==> config.mk <==
export PLATFORM = sky130hd
export DESIGN_NAME = serial_subtractor
export DESIGN_NICKNAME = d
export VERILOG_FILES = /design/src/rtl/serial_subtractor.sv
export SDC_FILE = /design/constraint.sdc
export NUM_CORES = 1
export LEC_CHECK = 0
export ABC_AREA = 1
export CORE_UTILIZATION = 35
export CTS_BUF_LIST = sky130_fd_sc_hd__clkbuf_2 sky130_fd_sc_hd__clkbuf_4 sky130_fd_sc_hd__clkbuf_8
export DETAILED_ROUTE_END_ITERATION = 10
export RECOVER_POWER = 50
export SYNTH_ARGS = -nofsm -noshare
export SYNTH_HDL_FRONTEND = slang
export SYNTH_SLANG_ARGS = --single-unit
==> constraint.sdc <==
create_clock -name clk -period 2.7 [get_ports clk]
set_clock_uncertainty 0.2 [all_clocks]
set_input_delay 0.675 -clock clk [delete_from_list [all_inputs] [get_ports clk]]
set_output_delay 0.675 -clock clk [all_outputs]
set_load 0.01 [all_outputs]
==> src/rtl/serial_subtractor.sv <==
// Bit-serial subtractor: A - B - Bin, LSB first, one bit per clock, valid/ready on both sides.
// Define SERIAL_SUB_OVF_EN to add the registered signed-overflow output Ovf.

module serial_subtractor_fs (
  input  logic a,
  input  logic b,
  input  logic bi,
  output logic d,
  output logic bo
);
  assign d  = a ^ b ^ bi;
  assign bo = (~a & b) | (~(a ^ b) & bi);
endmodule

module serial_subtractor #(
  parameter int WIDTH = 4
) (
  input  logic             clk,
  input  logic             rst,
  input  logic             start,
  input  logic [WIDTH-1:0] A,
  input  logic [WIDTH-1:0] B,
  input  logic             Bin,
  output logic             in_ready,
  output logic [WIDTH-1:0] Diff,
  output logic             Bout,
  output logic             Zero,
`ifdef SERIAL_SUB_OVF_EN
  output logic             Ovf,
`endif
  output logic             out_valid,
  input  logic             out_ready
);
  localparam int CW = (WIDTH > 1) ? $clog2(WIDTH) : 1;

  localparam logic [1:0] IDLE  = 2'd0;
  localparam logic [1:0] SHIFT = 2'd1;
  localparam logic [1:0] DONE  = 2'd2;

  logic [1:0]       state;
  logic [WIDTH-1:0] a_sr, b_sr, d_sr, res_next;
  logic [CW-1:0]    cnt;
  logic             br, d, br_next, last;
`ifdef SERIAL_SUB_OVF_EN
  logic             a_msb, b_msb;
`endif

  serial_subtractor_fs u_fs (
    .a  (a_sr[0]),
    .b  (b_sr[0]),
    .bi (br),
    .d  (d),
    .bo (br_next)
  );

  // New bit enters from the MSB side so the LSB lands at bit 0 after WIDTH shifts.
  generate
    if (WIDTH == 1) begin : g_w1
      assign res_next = d;
    end else begin : g_wn
      assign res_next = {d, d_sr[WIDTH-1:1]};
    end
  endgenerate

  assign last      = (cnt == CW'(WIDTH - 1));
  assign in_ready  = (state == IDLE);
  assign out_valid = (state == DONE);

  always_ff @(posedge clk or posedge rst) begin
    if (rst) begin
      state <= IDLE;
      a_sr  <= '0;
      b_sr  <= '0;
      d_sr  <= '0;
      br    <= 1'b0;
      cnt   <= '0;
      Diff  <= '0;
      Bout  <= 1'b0;
      Zero  <= 1'b1;
`ifdef SERIAL_SUB_OVF_EN
      a_msb <= 1'b0;
      b_msb <= 1'b0;
      Ovf   <= 1'b0;
`endif
    end else begin
      case (state)
        IDLE: if (start) begin
          a_sr  <= A;
          b_sr  <= B;
          br    <= Bin;
          cnt   <= '0;
          state <= SHIFT;
`ifdef SERIAL_SUB_OVF_EN
          a_msb <= A[WIDTH-1];
          b_msb <= B[WIDTH-1];
`endif
        end
        SHIFT: begin
          d_sr <= res_next;
          a_sr <= a_sr >> 1;
          b_sr <= b_sr >> 1;
          br   <= br_next;
          cnt  <= cnt + CW'(1);
          // Visible result only changes here, so consumers never see partial bits.
          if (last) begin
            Diff  <= res_next;
            Bout  <= br_next;
            Zero  <= ~|res_next;
`ifdef SERIAL_SUB_OVF_EN
            Ovf   <= (a_msb ^ b_msb) & (res_next[WIDTH-1] ^ a_msb);
`endif
            state <= DONE;
          end
        end
        DONE: if (out_ready) state <= IDLE;
        default: state <= IDLE;
      endcase
    end
  end
endmodule

==> results of run 1 <==
cell families after synthesis:
group	count (synthesis)	synth area share [%]
simple gates	68	26.63
buf+inv	25	10.60
flops	22	53.13
compound gates	10	6.507
fa+ha+maj	2	3.132
power by group:
| part | internal (W) | switching (W) |
|---|---|---|
| clock network | 0.0000823 | 0.0000980 |
| logic | 0.000283 | 0.000386 |
| registers | 0.000484 | 0.000105 |
synthesized netlist by cell type (all sizes together):
library cell / count
inv: 21
ha: 1
nor2: 6
nand2: 51
dfrtp: 21
dfstp: 1
o31ai: 1
buf: 4
a21oi: 2
nand3: 11
fa: 1
o21ai: 7
tightest hold or removal path: cells and delay by family, from the launching register on:
| family | cells | cell delay, ns |
|---|---|---|
| compound gates | 1 | 0.05 |
| flops | 1 | 0.39 |
| simple gates | 1 | 0.06 |
stage by stage:
step / cell area (um2) / setup WS [ns]
floorplan: 1039 / 1.071
global placement: 1254 / 0.5358
detailed placement: 1254 / 0.5170
CTS: 1290 / 0.1558
global route: 1281 / 0.05697
finish: 1281 / 0.1776
sequential cells by signal, indices dropped and copies added (netlist names):
name   cells
b_sr       4
d_sr       3
Zero       1
Diff       4
cnt        2
state      2
Bout       1
a_sr       4
br         1
how the worst min path moves through the flow:
stage                          end  cells past startpoint
5_1_grt           Zero$_DFFE_PP1P_                      2
6_report          Zero$_DFFE_PP1P_                      2
3_5_place_dp   Diff[0]$_DFFE_PP0P_                      2
2_1_floorplan   cnt[1]$_DFFE_PP0P_                      2
4_1_cts           Zero$_DFFE_PP1P_                      2
3_3_place_gp    cnt[1]$_DFFE_PP0P_                      2
cell type report:
| cell class | instances | area, um2 |
|---|---|---|
| well taps | 31 | 38.79 |
| flip-flops and latches | 22 | 551.8 |
| inverters | 21 | 78.83 |
| fillers | 281 | 1500 |
| clock buffers | 4 | 36.28 |
| multi-input cells | 80 | 371.6 |
| repair buffers | 21 | 203.9 |
layer usage:
| metal | GRT usage [%] | wire length, um |
|---|---|---|
| met1 | 16.52 | 884 |
| met2 | 23.36 | 866 |
| met3 | 4.839 | 85 |
| met4 | 2.439 | 12 |
| met5 | 0 | 0 |
==> metrics.yaml, run 1 <==
postSynthNetCount: 142
syn_area_mm2: 0.001038
clkSinkCount: 22
cts.path.max_buffers: 2
max-slew-margin-rel_pct: 21.60
layout.nets: 164
worst_path_largest_cell_delay_ns: 0.57
run_status: "finished clean"
holdCritPathClass: "reg -> reg"
tritoncts_clock_tree: "done"
grt_pass1_vias: 809
synth_seq_cells: 22
finalMaxSlewViolations: 0
globalRouteTotalUtil_pct: 13.61
timing.critical_path.to_type: "output port"
netlist.top_cell.by_area: "sky130_fd_sc_hd__dfrtp_1"
source_to_sink_clock_delay_at_the_later_pin_of_the_worst_skew_pair_ns: 0.31
final_cells: 179
detailedRoute.firstPassIterationCount: 4
cts_resized: 0
fp-row-count: 19
fin_util_pct: 46.06
cellLeakagePower_nw: 0.6801
worst_r2r_endpoint: "br$_DFFE_PP0P_"
die_area_mm2: 0.003189
synthDistinctLibCells: 20
mostFrequentLayoutCell: "sky130_fd_sc_hd__nand2_1"
grt_max_degree: 23
timing.max_cap.violations: 0
core_mm2: 0.002781
layout-drive-gt1-share_pct: 8.108
p_total_w: 0.001439
tightestPinTransition_ns: 1.176
cp_data_required_time_ns: 1.82
worst_setup_hold_path_clk_slew_ns: 0.12
final_antenna_net_count: 0
port_buffers: 20
cts_hold_repair.buffers: 0
rsz0062_at_grt: "no"
holdCritStartpoint: "Zero$_DFFE_PP1P_"
layout.cells.most_common_list: "51 x sky130_fd_sc_hd__nand2_1, 21 x sky130_fd_sc_hd__dfrtp_1, 19 x sky130_fd_sc_hd__inv_1, 19 x sky130_fd_sc_hd__clkdlybuf4s50_1, 11 x sky130_fd_sc_hd__nand3_1"
synth-warning-count: 0
number_of_buffer_and_inverter_instances_along_the_worst_setup_path: 1
critPathMaxFanout: 14
globalplace.congestion: 0.7850
dr_total_vias: 832
worstSetupPathDepth: 2
p_per_area_mw_per_mm2: 1123
post_drt_via_cell_ratio: 4.648
netlist_top_cells_area: "sky130_fd_sc_hd__dfrtp_1 51%, sky130_fd_sc_hd__nand2_1 18%, sky130_fd_sc_hd__inv_1 6.9%"
die-width_um: 56.47
crit-reg2reg-launch: "state[0]$_DFFE_PP0P_"
crit_arrival_ns: 1.65
critical_path_class: "reg -> out"
place.detailed.hpwl_um: 1334
h-tree-depth: 1
vdd_ir_drop_max_mv: 0.5665
maxClockFrequency_mhz: 396.4
crit_start: "state[0]$_DFFE_PP0P_"
wire_per_inst_um: 10.33
worst_hold_slack_ns: 0.2851
postCtsSetupBuffers: 0
setup-violations-final: 0
floorplan.initialDensity_pct: 37.34
detail_route.iter0.violations: 28
crit_chain: "nor2_1, clkdlybuf4s50_1"
antenna_violations_before_repair: 0
timing_hold_violations_final: 0
setup-tns-final_ns: 0
setup.worst_path.end: "in_ready"
route.detailed.drc: 0
synth.yosys.seq_area_share_pct: 53.13
timing.final.crit_period_ns: 2.522
avgSynthCellArea_um2: 8.177
worstSetupStartpointType: "flip-flop"
global_route_wire_length_before_repair_um: 3394
insertedDiodeCount: 0
route.final.wire_length_um: 1849
synth_top_cell_area_share_pct: 50.60
syn2layout_area_growth_pct: 23.37
crit_path_top_delay_cell: "sky130_fd_sc_hd__clkdlybuf4s50_1"
timing.critical_path.max_delay_family: "buffers and inverters"
finalCritPeriodShare_pct: 93.42
netlist_instances: 127
clock-root-buffer: "sky130_fd_sc_hd__clkbuf_4"
io-pin-count: 21
grt_overflow_total: 0
reg2reg_slack_ns: 0.69
dp_cells: 175
reg2reg_depth: 5
dieHeight_um: 56.47
number_of_buffers_inserted_during_clock_tree_synthesis: 3
Note: power is estimated with default switching activity, not from simulation.
==> run 2: changes to the inputs <==
CELL_PAD_IN_SITES_DETAIL_PLACEMENT = 2   (was default)
CELL_PAD_IN_SITES_GLOBAL_PLACEMENT = 2   (was default)
CORE_UTILIZATION = 32   (was 35)
HOLD_SLACK_MARGIN = 0.15   (was default)
PLACE_DENSITY_LB_ADDON = 0.1   (was default)
SETUP_SLACK_MARGIN = 0.2   (was default)
==> metrics.yaml, run 2 (synthesized netlist as in run 1, its figures left out) <==
vdd_ir_drop_max_mv: 0.3673  # was 0.5665 mV
worstSetupStartpointType: "flip-flop"  # unchanged
route.detailed.drc: 0  # unchanged
globalplace.congestion: 0.7135  # was 0.7850
worst_setup_hold_path_clk_slew_ns: 0.13  # was 0.12 ns
final_antenna_net_count: 0  # unchanged
number_of_buffer_and_inverter_instances_along_the_worst_setup_path: 1  # unchanged
worst_path_largest_cell_delay_ns: 0.60  # was 0.57 ns
dr_total_vias: 874  # was 832
global_route_wire_length_before_repair_um: 4236  # was 3394 um
layout.nets: 167  # was 164
detail_route.iter0.violations: 10  # was 28
floorplan.initialDensity_pct: 33.74  # was 37.34%
port_buffers: 20  # unchanged
maxClockFrequency_mhz: 397.5  # was 396.4 MHz
timing.final.crit_period_ns: 2.516  # was 2.522 ns
h-tree-depth: 1  # unchanged
post_drt_via_cell_ratio: 4.482  # was 4.648
biggestRegsByFlops: "Diff: 4 flops, a_sr: 4 flops, b_sr: 4 flops"  # unchanged
globalRouteTotalUtil_pct: 16.23  # was 13.61%
place.detailed.hpwl_um: 1740  # was 1334 um
max-slew-margin-rel_pct: 14.07  # was 21.60%
cp_data_required_time_ns: 1.82  # about the same
tightestPinTransition_ns: 1.289  # was 1.176 ns
worst_r2r_endpoint: "cnt[1]$_DFFE_PP0P_"  # was br$_DFFE_PP0P_
mostFrequentLayoutCell: "sky130_fd_sc_hd__nand2_1"  # unchanged
critical_path_class: "reg -> out"  # unchanged
timing.critical_path.to_type: "output port"  # unchanged
grt_overflow_total: 0  # unchanged
source_to_sink_clock_delay_at_the_later_pin_of_the_worst_skew_pair_ns: 0.30  # was 0.31 ns
grt_max_degree: 23  # unchanged
reg2reg_slack_ns: 0.79  # was 0.69 ns
cts.path.max_buffers: 2  # unchanged
wire_per_inst_um: 12.85  # was 10.33 um
cellLeakagePower_nw: 0.6934  # was 0.6801 nW
dieHeight_um: 58.97  # was 56.47 um
finalMaxSlewViolations: 0  # unchanged
fillers: 376  # was 281
die-width_um: 58.97  # was 56.47 um
run_status: "finished clean"  # unchanged
critPathMaxFanout: 9  # was 14
timing_hold_violations_final: 0  # unchanged
crit_path_top_delay_cell: "sky130_fd_sc_hd__clkdlybuf4s50_1"  # unchanged
clkSinkCount: 22  # unchanged
antenna_violations_before_repair: 0  # unchanged
fin_util_pct: 43.01  # was 46.06%
tritoncts_clock_tree: "done"  # unchanged
core_mm2: 0.003078  # was 0.002781 mm2
die_area_mm2: 0.003477  # was 0.003189 mm2
route.final.wire_length_um: 2505  # was 1849 um
holdCritPathClass: "reg -> reg"  # unchanged
setup-tns-final_ns: 0  # unchanged
finalCritPeriodShare_pct: 93.19  # was 93.42%
clock-root-buffer: "sky130_fd_sc_hd__clkbuf_4"  # unchanged
holdCritStartpoint: "Zero$_DFFE_PP1P_"  # unchanged
crit-reg2reg-launch: "state[1]$_DFFE_PP0P_"  # was state[0]$_DFFE_PP0P_
layout.cells.most_common_list: "50 x sky130_fd_sc_hd__nand2_1, 20 x sky130_fd_sc_hd__dfrtp_1, 20 x sky130_fd_sc_hd__inv_1, 19 x sky130_fd_sc_hd__clkdlybuf4s50_1, 11 x sky130_fd_sc_hd__nand3_1"  # was 51 x sky130_fd_sc_hd__nand2_1, 21 x sky130_fd_sc_hd__dfrtp_1, 19 x sky130_fd_sc_hd__inv_1, 19 x sky130_fd_sc_hd__clkdlybuf4s50_1, 11 x sky130_fd_sc_hd__nand3_1
grt_pass1_vias: 924  # was 809
setup-violations-final: 0  # unchanged
detailedRoute.firstPassIterationCount: 4  # unchanged
rsz0062_at_grt: "no"  # unchanged
timing.max_cap.violations: 0  # unchanged
hold_depth: 2  # unchanged
worstHoldEndpoint: "Zero$_DFFE_PP1P_"  # unchanged
p_per_area_mw_per_mm2: 1152  # was 1123 mW/mm2
syn2layout_area_growth_pct: 27.47  # was 23.37%
crit_arrival_ns: 1.64  # was 1.65 ns
layout-drive-gt1-share_pct: 10.60  # was 8.108%
insertedDiodeCount: 0  # unchanged
io-pin-count: 21  # unchanged
crit_chain: "nor2_1, clkdlybuf4s50_1"  # unchanged
timing.critical_path.max_delay_family: "buffers and inverters"  # unchanged
fp-row-count: 20  # was 19
number_of_buffers_inserted_during_clock_tree_synthesis: 3  # unchanged
reg2reg_depth: 6  # was 5
[run 2: changes by cell type in the layout (fill, tap and decap cells not counted)]
cell,change
sky130_fd_sc_hd__buf_4,+3
sky130_fd_sc_hd__dfrtp_2,+1
sky130_fd_sc_hd__inv_1,+1
sky130_fd_sc_hd__dfrtp_1,-1
sky130_fd_sc_hd__nand2_1,-1
sky130_fd_sc_hd__inv_2,-1
sky130_fd_sc_hd__nand2_2,+1
[run 2: layout make-up]
type	instances	area (um2)	area share, %
Tap cell	44	55.05	4.159
Inverter	21	78.83	5.955
Clock buffer	4	36.28	2.741
Multi-Input combinational cell	80	374.1	28.26
Sequential cell	22	553.0	41.78
Timing Repair Buffer	24	226.5	17.11
[run 2: report_power, final]
| part | switching [W] | total (W) | internal [W] |
|---|---|---|---|
| registers | 0.000102 | 0.000587 | 0.000486 |
| clock network | 0.000103 | 0.000185 | 0.0000822 |
| logic | 0.000443 | 0.000753 | 0.000310 |
| total | 0.000648 | 0.00153 | 0.000878 |
[run 2: worst max-delay path by stage]
stage | slack [ns] | start | end | depth (start not counted)
finish | 0.18 | state[0]$_DFFE_PP0P_ | in_ready | 2
global route | 0.15 | state[0]$_DFFE_PP0P_ | in_ready | 2
CTS | 0.21 | state[0]$_DFFE_PP0P_ | in_ready | 2
detailed placement | 0.47 | state[0]$_DFFE_PP0P_ | in_ready | 2
global placement | 0.52 | state[0]$_DFFE_PP0P_ | in_ready | 2
floorplan | 1.07 | state[0]$_DFFE_PP0P_ | out_valid | 2
[run 2: timing repair]
action	4_1_cts	5_1_grt
setup endpoints to repair	2	1
hold buffers	0	0
resized for setup	1	0
buffers inserted	0	3
hold endpoints to repair	0	0
gates cloned	0	0
[run 2: through the flow]
stage	setup slack, ns	hold slack (ns)	total power [W]	std cells	cell area, um2
6_report	0.1840	0.2919	0.001526	195	1324
3_5_place_dp	0.4735	0.2702	0.001333	188	1270
2_1_floorplan	1.071	0.2459	0.001096	127	1039
5_1_grt	0.1527	0.3188	0.001689	195	1324
4_1_cts	0.2071	0.2979	0.001524	192	1308
3_3_place_gp	0.5204	0.2609	0.001294	188	1270
[run 2: worst min-delay path: stages, from the launching register on]
cell,delay (ns)
sky130_fd_sc_hd__dfstp_2,0.39
sky130_fd_sc_hd__nand2_1,0.07
sky130_fd_sc_hd__o21ai_2,0.05
[run 2: per-layer routing]
metal / vias to the layer above / track usage, % / part of all wire (%)
met3: 2 / 2.857 / 2.3
met1: 430 / 20.91 / 47
met4: 0 / 4.082 / 0.48
met2: 13 / 28.08 / 50
met5: - / 0 / 0
li1: 429 / - / -
==> run 3: changes to the inputs <==
GPL_TIMING_DRIVEN = 1   (was default)
clock period = 2.9 ns   (was 2.7 ns; I/O delays follow)
==> metrics.yaml, run 3 (synthesized netlist as in run 1, its figures left out) <==
finished_layout_cell_area_mm2: 0.001300  # was 0.001324 mm2
route.final.wire_length_um: 2361  # was 2505 um
postCtsSetupBuffers: 0  # unchanged
maxClockFrequency_mhz: 384.2
cts_hold_repair.buffers: 0  # unchanged
detail_route.iter0.violations: 17  # was 10
final_antenna_net_count: 0  # unchanged
timing.final.crit_period_ns: 2.603
cp_data_required_time_ns: 1.98  # was 1.82 ns
io-pin-count: 21  # unchanged
cts.path.max_buffers: 2  # unchanged
holdCritPathClass: "reg -> reg"  # unchanged
placed_area_mm2: 0.001270  # unchanged
reg2reg_depth: 5  # was 6
final_ws_setup_ns: 0.2972  # was 0.1840 ns
hold_depth: 2  # unchanged
floorplan.initialDensity_pct: 33.74  # unchanged
globalplace.congestion: 0.7135  # unchanged
globalRouteTotalUtil_pct: 16.23  # unchanged
layout.nets: 164  # was 167
crit_arrival_ns: 1.68  # was 1.64 ns
die-width_um: 58.97  # unchanged
grt_overflow_total: 0  # unchanged
cellLeakagePower_nw: 0.6805  # was 0.6934 nW
dieHeight_um: 58.97  # unchanged
setup-tns-final_ns: 0  # unchanged
tightestPinTransition_ns: 1.267  # was 1.289 ns
post_drt_via_cell_ratio: 4.453  # was 4.482
worstSetupStartpointType: "flip-flop"  # unchanged
insertedDiodeCount: 0  # unchanged
clkSinkCount: 22  # unchanged
core_mm2: 0.003078  # unchanged
timing.max_cap.violations: 0  # unchanged
antenna_violations_before_repair: 0  # unchanged
crit_start: "state[0]$_DFFE_PP0P_"  # unchanged
dpl_worst_slack_ns: 0.6235  # was 0.4735 ns
fillers: 380  # was 376
port_buffers: 20  # unchanged
detailedRoute.firstPassIterationCount: 4  # unchanged
grt_pass1_vias: 924  # unchanged
h-tree-depth: 1  # unchanged
mostFrequentLayoutCell: "sky130_fd_sc_hd__nand2_1"  # unchanged
global_route_wire_length_before_repair_um: 4236  # unchanged
grt_max_degree: 23  # unchanged
holdCritStartpoint: "Zero$_DFFE_PP1P_"  # unchanged
max-slew-margin-rel_pct: 15.56  # was 14.07%
timing.critical_path.to_type: "output port"  # unchanged
source_to_sink_clock_delay_at_the_later_pin_of_the_worst_skew_pair_ns: 0.30  # about the same
syn2layout_area_growth_pct: 25.18  # was 27.47%
run_status: "finished clean"  # unchanged
biggestRegsByFlops: "Diff: 4 flops, a_sr: 4 flops, b_sr: 4 flops"  # unchanged
critical_path_class: "reg -> out"  # unchanged
rsz0062_at_grt: "no"  # unchanged
worst_setup_hold_path_clk_slew_ns: 0.13  # about the same
finalCritPeriodShare_pct: 89.75
place.detailed.hpwl_um: 1740  # unchanged
die_area_mm2: 0.003477  # unchanged
setup-violations-final: 0  # unchanged
crit-reg2reg-launch: "state[0]$_DFFE_PP0P_"  # was state[1]$_DFFE_PP0P_
clock-root-buffer: "sky130_fd_sc_hd__clkbuf_4"  # unchanged
route.detailed.drc: 0  # unchanged
p_per_area_mw_per_mm2: 1060  # was 1152 mW/mm2
number_of_buffers_inserted_during_clock_tree_synthesis: 3  # unchanged
p_total_w: 0.001379  # was 0.001526 W
vdd_ir_drop_max_mv: 0.3331  # was 0.3673 mV
dr_total_vias: 855  # was 874
layout.cells.most_common_list: "50 x sky130_fd_sc_hd__nand2_1, 21 x sky130_fd_sc_hd__dfrtp_1, 19 x sky130_fd_sc_hd__inv_1, 19 x sky130_fd_sc_hd__clkdlybuf4s50_1, 11 x sky130_fd_sc_hd__nand3_1"  # was 50 x sky130_fd_sc_hd__nand2_1, 20 x sky130_fd_sc_hd__dfrtp_1, 20 x sky130_fd_sc_hd__inv_1, 19 x sky130_fd_sc_hd__clkdlybuf4s50_1, 11 x sky130_fd_sc_hd__nand3_1
layout-drive-gt1-share_pct: 8.784  # was 10.60%
critPathMaxFanout: 14  # was 9
worst_hold_slack_ns: 0.2915  # was 0.2919 ns
finalMaxSlewViolations: 0  # unchanged
tritoncts_clock_tree: "done"  # unchanged
wire_per_inst_um: 12.30  # was 12.85 um
timing_hold_violations_final: 0  # unchanged
fp-row-count: 20  # unchanged
[run 3: repair_timing]
action	in CTS	in global routing
endpoints found under the hold margin	0	0
resized for setup	0	1
endpoints found under the setup margin	0	1
[run 3: per-stage QoR]
| step | utilization [%] | instances |
|---|---|---|
| after floorplan | - | 127 |
| after global placement | 41.26 | 188 |
| after detailed placement | 41.26 | 188 |
| after CTS | 42.44 | 192 |
| after global routing | 42.24 | 192 |
| final | 42.24 | 192 |
[run 3: final timing paths]
path	endpoint	slack, ns
max	in_ready	0.30
min	Zero$_DFFE_PP1P_	0.29
max reg2reg	cnt[1]$_DFFE_PP0P_	0.96
min reg2reg	Zero$_DFFE_PP1P_	0.29
max in group asynchronous	state[1]$_DFFE_PP0P_	0.70
min in group asynchronous	Diff[0]$_DFFE_PP0P_	1.06
[run 3: layer usage]
layer | share of wire [%] | global-route usage, %
met5 | 0 | 0
met4 | 0.72 | 4.082
met2 | 50 | 28.08
met1 | 46 | 20.91
met3 | 2.7 | 2.857
[run 3: report_power, final]
group | leakage, nW | switching, W | internal (W) | total [W]
clock | 0.0210 | 0.0000934 | 0.0000765 | 0.000170
sequential | 0.273 | 0.000103 | 0.000451 | 0.000553
combinational | 0.387 | 0.000388 | 0.000267 | 0.000655
[run 3: critical path: stages (launching register included)]
cell and delay [ns]:
sky130_fd_sc_hd__dfrtp_1 0.56, sky130_fd_sc_hd__nor2_1 0.24, sky130_fd_sc_hd__clkdlybuf4s50_1 0.58
[run 3: area by class of cell]
| class | instances | area [um2] | area share (%) |
|---|---|---|---|
| clock buffers | 4 | 36.28 | 2.791 |
| inverters | 21 | 78.83 | 6.064 |
| multi-input cells | 80 | 374.1 | 28.78 |
| flip-flops and latches | 22 | 551.8 | 42.44 |
| well taps | 44 | 55.05 | 4.235 |
| repair buffers | 21 | 203.9 | 15.69 |
